===== src/rtl/usb_rx_pkg.sv =====
// Shared types and constants for the USB receive packet controller.
// Holds the FSM state enum, rx_packet codes, PID/sync bytes and the PID decoder.
package usb_rx_pkg;

   typedef enum logic [3:0] {
      ST_IDLE,
      ST_SYNC,
      ST_PID,
      ST_TOK1,
      ST_TOK2,
      ST_DATA,
      ST_HSK_EOP,
      ST_WAIT_EOP,
      ST_DONE,
      ST_ERR
   } rx_state_t;

   localparam logic [2:0] PKT_NONE  = 3'b000;
   localparam logic [2:0] PKT_IN    = 3'b001;
   localparam logic [2:0] PKT_OUT   = 3'b010;
   localparam logic [2:0] PKT_ACK   = 3'b011;
   localparam logic [2:0] PKT_NAK   = 3'b100;
   localparam logic [2:0] PKT_DATA0 = 3'b101;
   localparam logic [2:0] PKT_DATA1 = 3'b110;
   localparam logic [2:0] PKT_ERROR = 3'b111;

   localparam logic [7:0] PID_OUT   = 8'hE1;
   localparam logic [7:0] PID_IN    = 8'h69;
   localparam logic [7:0] PID_ACK   = 8'hD2;
   localparam logic [7:0] PID_NAK   = 8'h5A;
   localparam logic [7:0] PID_DATA0 = 8'hC3;
   localparam logic [7:0] PID_DATA1 = 8'h4B;

   localparam logic [7:0] SYNC_BYTE = 8'h80;

   // Only exact PID byte values are accepted, so a bad complement nibble falls to ERROR.
   function automatic logic [2:0] pid_to_pkt(input logic [7:0] pid);
      case (pid)
         PID_OUT:   return PKT_OUT;
         PID_IN:    return PKT_IN;
         PID_ACK:   return PKT_ACK;
         PID_NAK:   return PKT_NAK;
         PID_DATA0: return PKT_DATA0;
         PID_DATA1: return PKT_DATA1;
         default:   return PKT_ERROR;
      endcase
   endfunction

endpackage


===== src/rtl/flex_counter.sv =====
// Parameterised up-counter with synchronous clear and count enable.
module flex_counter #(
   parameter int NUM_CNT_BITS = 4
) (
   input  logic                    clk,
   input  logic                    n_rst,
   input  logic                    clear,
   input  logic                    count_enable,
   output logic [NUM_CNT_BITS-1:0] count_out
);

   always_ff @(posedge clk or negedge n_rst) begin
      if (!n_rst)
         count_out <= '0;
      else if (clear)
         count_out <= '0;
      else if (count_enable)
         count_out <= count_out + 1'b1;
   end

endmodule


===== src/rtl/usb_rx_pkt_ctrl.sv =====
// USB receive packet controller: walks SYNC/PID/token/data/handshake bytes,
// strobes data bytes to the endpoint buffer and reports packet type and errors.
module usb_rx_pkt_ctrl
   import usb_rx_pkg::*;
#(
   parameter int MAX_BYTES = 66
) (
   input  logic       clk,
   input  logic       n_rst,
   input  logic       start_detect,
   input  logic       byte_ready,
   input  logic [7:0] rcv_data,
   input  logic       eop,
   output logic       rcving,
   output logic [2:0] rx_packet,
   output logic [7:0] rx_packet_data,
   output logic       store_rx_packet_data,
   output logic [6:0] rx_byte_count,
   output logic       rx_error
);

   localparam logic [6:0] MAX_CNT = 7'(MAX_BYTES);

   rx_state_t  state, state_nxt;
   logic [2:0] pkt_nxt;
   logic       err_nxt;
   logic       err_eop, err_eop_nxt;
   logic       store_now;
   logic       cnt_clear;

   // Byte-priority rule: in every state byte_ready is handled before eop.
   always_comb begin
      state_nxt = state;
      pkt_nxt   = rx_packet;
      err_nxt   = rx_error;
      store_now = 1'b0;
      unique case (state)
         ST_IDLE: begin
            if (start_detect) begin
               state_nxt = ST_SYNC;
               pkt_nxt   = PKT_NONE;
               err_nxt   = 1'b0;
            end
         end
         ST_SYNC: begin
            if (byte_ready)
               state_nxt = (rcv_data == SYNC_BYTE) ? ST_PID : ST_ERR;
            else if (eop)
               state_nxt = ST_ERR;
         end
         ST_PID: begin
            if (byte_ready) begin
               pkt_nxt = pid_to_pkt(rcv_data);
               case (pid_to_pkt(rcv_data))
                  PKT_OUT, PKT_IN:     state_nxt = ST_TOK1;
                  PKT_ACK, PKT_NAK:    state_nxt = ST_HSK_EOP;
                  PKT_DATA0, PKT_DATA1: state_nxt = ST_DATA;
                  default:             state_nxt = ST_ERR;
               endcase
            end else if (eop)
               state_nxt = ST_ERR;
         end
         ST_TOK1: begin
            if (byte_ready)
               state_nxt = ST_TOK2;
            else if (eop)
               state_nxt = ST_ERR;
         end
         ST_TOK2: begin
            if (byte_ready)
               state_nxt = ST_WAIT_EOP;
            else if (eop)
               state_nxt = ST_ERR;
         end
         ST_DATA: begin
            if (byte_ready) begin
               if (rx_byte_count >= MAX_CNT)
                  state_nxt = ST_ERR;
               else
                  store_now = 1'b1;
            end else if (eop)
               state_nxt = (rx_byte_count >= 7'd2) ? ST_DONE : ST_ERR;
         end
         ST_HSK_EOP, ST_WAIT_EOP: begin
            if (byte_ready)
               state_nxt = ST_ERR;
            else if (eop)
               state_nxt = ST_DONE;
         end
         ST_DONE:
            state_nxt = ST_IDLE;
         ST_ERR: begin
            if (err_eop && !eop)
               state_nxt = ST_IDLE;
         end
         default:
            state_nxt = ST_IDLE;
      endcase
      if (state_nxt == ST_ERR) begin
         err_nxt = 1'b1;
         pkt_nxt = PKT_ERROR;
      end
   end

   // ERR leaves only after eop has been seen and then released.
   assign err_eop_nxt = (state == ST_ERR) && (err_eop || eop);
   assign cnt_clear   = (state == ST_IDLE) && start_detect;
   assign rcving      = (state != ST_IDLE) && (state != ST_DONE);

   always_ff @(posedge clk or negedge n_rst) begin
      if (!n_rst) begin
         state                <= ST_IDLE;
         rx_packet            <= PKT_NONE;
         rx_error             <= 1'b0;
         rx_packet_data       <= 8'h00;
         store_rx_packet_data <= 1'b0;
         err_eop              <= 1'b0;
      end else begin
         state                <= state_nxt;
         rx_packet            <= pkt_nxt;
         rx_error             <= err_nxt;
         store_rx_packet_data <= store_now;
         err_eop              <= err_eop_nxt;
         if (store_now)
            rx_packet_data <= rcv_data;
      end
   end

   flex_counter #(
      .NUM_CNT_BITS(7)
   ) u_byte_cnt (
      .clk          (clk),
      .n_rst        (n_rst),
      .clear        (cnt_clear),
      .count_enable (store_now),
      .count_out    (rx_byte_count)
   );

endmodule


===== config.mk =====
export PLATFORM = sky130hd
export DESIGN_NAME = usb_rx_pkt_ctrl
export DESIGN_NICKNAME = d
export VERILOG_FILES = /design/src/rtl/usb_rx_pkg.sv /design/src/rtl/flex_counter.sv /design/src/rtl/usb_rx_pkt_ctrl.sv
export SDC_FILE = /design/constraint.sdc
export NUM_CORES = 1
export LEC_CHECK = 0
export ABC_AREA = 0
export BUFFER_PORTS_ARGS = -buffer_cell sky130_fd_sc_hd__clkbuf_2
export CAP_MARGIN = 20
export CORE_MARGIN = 1
export CORE_UTILIZATION = 48
export DETAILED_ROUTE_END_ITERATION = 16
export GPL_TIMING_DRIVEN = 0
export HOLD_SLACK_MARGIN = 0.08
export PLACE_DENSITY = 0.75
export RECOVER_POWER = 25
export SKIP_CTS_REPAIR_TIMING = 1
export SYNTH_ARGS = -nofsm -noshare
export SYNTH_HDL_FRONTEND = slang
export SYNTH_SLANG_ARGS = --single-unit

===== constraint.sdc =====
create_clock -name clk -period 1.75 [get_ports clk]
set_input_delay 0.175 -clock clk [delete_from_list [all_inputs] [get_ports clk]]
set_output_delay 0.175 -clock clk [all_outputs]
set_load 0.03 [all_outputs]

Word-level counts from Yosys, hierarchy flattened
Index checks and enable logic that the tools add are counted.
Word-level totals
  flip-flop bits (word level): 25
  bits of input ports: 13
  output and inout bits: 21
  word-level logic and storage cells: 83
Cells by class
  add/sub/neg operators: 1
  magnitude comparators: 2
  equality and inequality tests: 25
  mux-type cells: 30
  reduce and logical (&&, ||, !) cells: 18
Operators with widths (count)
  2-to-1 mux 4 bit: 13
  == test 8 bit (second input constant): 4
  one-hot mux 4 bit (8 select lines): 1
  == test 8 x 7 -> 1 bit (second input constant): 3
  one-hot mux 3 bit (6 select lines): 1
  == test 4 x 3 -> 1 bit (second input constant): 4
  2-to-1 mux 7 bit: 2
  2-to-1 mux 3 bit: 4
  one-hot mux 4 bit (3 select lines): 1
  == test 3 bit (second input constant): 3
  == test 4 x 2 -> 1 bit (second input constant): 2
  == test 4 bit (second input constant): 2
  OR reduction 2 bit: 4
  adder 7 x 1 -> 7 bit (second input constant): 1
  greater-or-equal comparator 7 x 2 -> 1 bit (second input constant): 1
  greater-or-equal comparator 7 bit (second input constant): 1
  2-to-1 mux 1 bit: 7
  == test 3 x 2 -> 1 bit (second input constant): 2
  != test 3 bit (second input constant): 2
  one-hot mux 3 bit (2 select lines): 1
  nonzero test 2 bit: 3
  == test 4 x 1 -> 1 bit (second input constant): 1
  logical AND 1 bit: 4
  logical NOT 4 bit: 1
  other kinds (8): 8

Longest topological paths before layout
  word-level depth: 12
  gate-level depth with buffers: 7
  mapped depth without buffers: 7

Cells and area by module
From an unflattened synthesis, not the netlist that was laid out.
Unflattened totals
  cells, all modules: 153
  area, all modules: 1540.2 µm²
Modules (own cells, without submodules)
  usb_rx_pkt_ctrl: times used 1, cells an instance 124, area each 1232.4 µm², sequential area each 450.4 µm²
  flex_counter: times used 1, cells an instance 29, area each 307.8 µm², sequential area each 175.2 µm²

Least setup slack after synthesis
OpenSTA, ideal clock, no wires.
  path type: register -> register
  start point: reg u_byte_cnt.count_out[0]
  end point: reg rx_packet_data[1]
  setup time: 0.125 ns
  arrival time: 2.040 ns
  data required time: 1.625 ns
  slack: -0.415 ns
  cell stages (with the launch flop): 8
  path buffers: 1
  clock period less this slack: 2.165 ns
  path through: dfrtp_1 inv_1 ha_1 nor4b_1 a21oi_1 nor2_1 buf_2 mux2_2
Between the ends
  longest elaborated chain between the ends: 4
Ends and longest elaborated chain
  start, declared: line flex_counter.sv:9  | output logic [NUM_CNT_BITS-1:0] count_out
  start signal, assigned: line flex_counter.sv:18  | count_out <= count_out + 1'b1;
  greater-or-equal comparator 7 bit: line usb_rx_pkt_ctrl.sv:77  | if (rx_byte_count >= MAX_CNT)
  2-to-1 mux 1 bit: line usb_rx_pkt_ctrl.sv:77
  2-to-1 mux 1 bit: line usb_rx_pkt_ctrl.sv:76  | if (byte_ready) begin
  2-to-1 mux 1 bit: line usb_rx_pkt_ctrl.sv:37  | unique case (state)
  net store_now: line usb_rx_pkt_ctrl.sv:28  | logic store_now;
  end signal, assigned: line usb_rx_pkt_ctrl.sv:125  | rx_packet_data <= rcv_data;
  end, declared: line usb_rx_pkt_ctrl.sv:16  | output logic [7:0] rx_packet_data,
The timed path passes the listed nets, and every way through them passes these cells.
A chain may end at the register's enable or synchronous reset.

Worst setup path after layout
  start point: reg u_byte_cnt.count_out[1]
  end point: reg rx_packet_data[6]
The elaborated chain is that of the path after synthesis.

==> metrics.md <==
| Metric | Value |
|---|---|
| Clock-pin slew on the worst setup and hold paths | 0.14 ns |
| Largest net degree at the start of global routing | 26 |
| Total track usage | 22.8% |
| Peak supply drop | about 500 uV |
| Area share of the largest cell type after synthesis | roughly two fifths |
| Synthesized netlist net count | 176 |
| Critical path peak fanout | 9 |
| Clk pwr share | 13.7% |
| Net switching power | approximately 0.82 mW |
| PnR worst setup slack | -0.0428 ns |
| Endpoints failing hold | 0 |
| Share of cells above drive strength 1 | 40.5% |
| Startpoint types | flip-flop |
| Mapped Area | ~0.0015 sq mm |
| CP endpoint kind | flip-flop |
| Final wirelength | 3750 um |
| Kind of critical path | flip-flop to flip-flop |
| 1st-iter DRT viols | 22 |
| Design area | 0.00204 sq mm |
| Vias in the first global route | 1304 |
| Reg area | 631 sq um |
| Switch share | a little over two fifths |
| Leak Pwr | 0.905 nW |
| Placeable Area | 0.00303 sq mm |
| RSZ-0062 raised after global routing | true |
| Placed cell area | 0.00180 sq mm |
| Width of the die | around 60 um |
| Largest area contributor in the netlist | dfrtp_1 |
| Power share of the sequential group | 39.5% |
| Ratio of final minimum period to clock period | 102% |
| Outcome | finished with violations |
| # DRC | 0 |
| Root Buffer | clkbuf_4 |
| Commonest non-fill, non-tap cell in the layout | clkbuf_2 |
| Slowest cell on crit path | dfrtp_2 |
| Logic pwr share | a little under half |
| Final Critical Period | roughly 1.8 ns |
| CP peak stage delay | 0.49 ns |
| Die area | 0.00340 sq mm |
| CTS sink cnt | 25 |
| Dominant cells by area after synthesis | dfrtp_1, mux2_2, nand2b_1 |
| Finished Core Util | around two thirds |
| Finish-stage setup viols | 9 |
| Relative slew slack | 58.7% |
| Die H | ~58 um |
| Initial Util | 50.3% |
| 1st-pass router iterations | 4 |
| Via/cell ratio | 5.60 |
| Via Count | 1422 |
| Synth unique cells | 42 |
| Crit path cell chain | ha_4 > nor4b_4 > a21oi_4 > nor2_4 > buf_8 > mux2_4 |
| PortBufs | 32 |
| Commonest cells after routing, fill and taps aside | clkbuf_2, dfrtp_1, buf_4, nand2b_1 |
| Failing checks | negative setup slack |
| F_max | 0.558 GHz |
| Pint | 1.12 mW |
| Seq/Total Area, Yosys | 41.1% |
| Remaining global-route overflow | 0 |
| Final Wtd Congestion | ~0.94 |
| Pins Over Slew Limit | 0 |
| Ys Warns | 0 |
| Hold crit path type | input port to flip-flop |
| Area Overhead vs Synth | 34.2% |
| Dpl hpwl | 2670 um |
| Clock buffer depth | 2 |
| Cell count after synthesis | 161 |
| Detail Route Antenna Nets | 0 |
| First-pass GRT wire length | 5890 um |
| Layout filler cell count | 235 |
| Worst-margin pin slew | 0.619 ns |
| Multi-input logic area | approximately 970 sq um |
| CP required | 1.98 ns |
| Syn_area_per_cell | roughly 9.5 sq um |
| Max Cap Viol | 0 |
| Pwr dens | about 950 mW/mm^2 |
| I/O pin cnt | 34 |
| Insertion delay to the later sink of the worst-skew pair | 0.32 ns |
| Setup Skew | 0.00345 ns |
| Initial antenna violation count | 0 |
| Routed WL per cell | between 10 and 15 um |
| NumNets Final | 226 |
| Num rows | 20 |
| TritonCTS buffer count | 3 |
| TritonCTS clock tree | done |
| Synthesis-stage register bit count | 25 |
| Pwr Total | about 1.9 mW |
| Crit path DAT | 2.02 ns |
| H-tree depth | 1 |
| Ant. Diodes | 0 |
==> area by class of cell <==
class	instances	area share (%)
buffer	6	2.45
clock buffer	3	1.10
clock inverter	1	0.245
inverter	7	1.29
multi-input combinational	122	47.3
sequential	25	30.8
tap	44	2.69
timing repair buffer	46	14.1
==> stage by stage <==
stage               instances  setup slack, ns  hold slack (ns)  setup TNS [ns]
CTS                       241           -0.232           -0.143           -2.58
detailed placement        237           -0.203            0.220           -2.51
floorplan                 161          -0.0232           -0.121          -0.139
finish                    254          -0.0428            0.104          -0.266
global placement          237           -0.174            0.210           -1.99
global route              254           -0.111           0.0946           -1.25
==> routing by layer <==
metal  global-route usage, %  wire [um]  vias to the layer above
met5                       0          0                        -
met1                    29.2       1700                      681
met3                    2.86        155                       11
met2                    38.6       1770                       43
li1                        -          -                      687
met4                    10.2        125                        0
==> kinds of logic (layout without fill, tap and decap cells) <==
kind of cell | after synthesis | after routing | share of synthesized area (%)
simple gates | 66 | 66 | 26.1
compound gates | 38 | 38 | 16.6
flops | 25 | 25 | 41.1
buf+inv | 14 | 63 | 3.78
mux | 12 | 12 | 8.54
xor+xnor | 4 | 4 | 2.30
fa+ha+maj | 2 | 2 | 1.64
==> state kept, by name (all words and copies together) (netlist names) <==
name,cells
store_rx_packet_data,1
state,4
u_byte_cnt.count_out,7
err_eop,1
rx_error,1
rx_packet,3
rx_packet_data,8
==> power by group through the flow <==
stage	clock network [mW]	registers, mW	logic (mW)
floorplan	0	0.869	0.469
global placement	0	0.739	0.805
detailed placement	0	0.745	0.820
CTS	0.274	0.733	0.822
global route	0.297	0.780	0.989
finish	0.266	0.766	0.907
==> critical path, delay by kind of cell (launching register included) <==
kind	cells	cell delay (ns)
muxes	1	0.31
and+or+nand+nor	2	0.41
buffers and inverters	1	0.17
DFF	1	0.49
adders and majority gates	1	0.19
AOI/OAI and AO/OA	1	0.13
==> synthesized netlist by cell type <==
cell,number
dfrtp_1,25
nor2_1,12
a21oi_1,10
nand2b_1,10
nand2_1,9
mux2_2,8
nor3_1,8
inv_1,7
nand3_1,6
nor2b_1,5
buf_2,4
mux2i_1,4
o21ai_1,4
xnor2_1,4
a22oi_1,3
clkbuf_1,3
o21ai_0,3
a211oi_1,2
and3_1,2
ha_1,2
nor3b_1,2
nor4_1,2
nor4_4,2
nor4bb_1,2
o211ai_1,2
o21a_1,2
o22ai_1,2
or4_1,2
a211o_1,1
a211oi_2,1
a21boi_0,1
a21o_1,1
a21oi_2,1
a221o_1,1
and3b_1,1
nor4b_1,1
o2111ai_1,1
o21bai_1,1
o31ai_1,1
o32ai_1,1
or3b_1,1
or4_4,1
==> worst paths after layout <==
check	from	endpoint	slack [ns]	cells after the start
worst max-delay path	u_byte_cnt.count_out[1]	rx_packet_data[6]	-0.04	6
worst min-delay path	rcv_data[2]	rx_packet_data[2]	0.10	2
worst max register to register	u_byte_cnt.count_out[1]	rx_packet_data[6]	-0.04	6
worst min register to register	err_eop	err_eop	0.51	1
max in group asynchronous	n_rst	state[3]	0.93	2
min in group asynchronous	n_rst	rx_packet_data[1]	0.38	2
No activity file was read; power rests on OpenSTA's default activity.
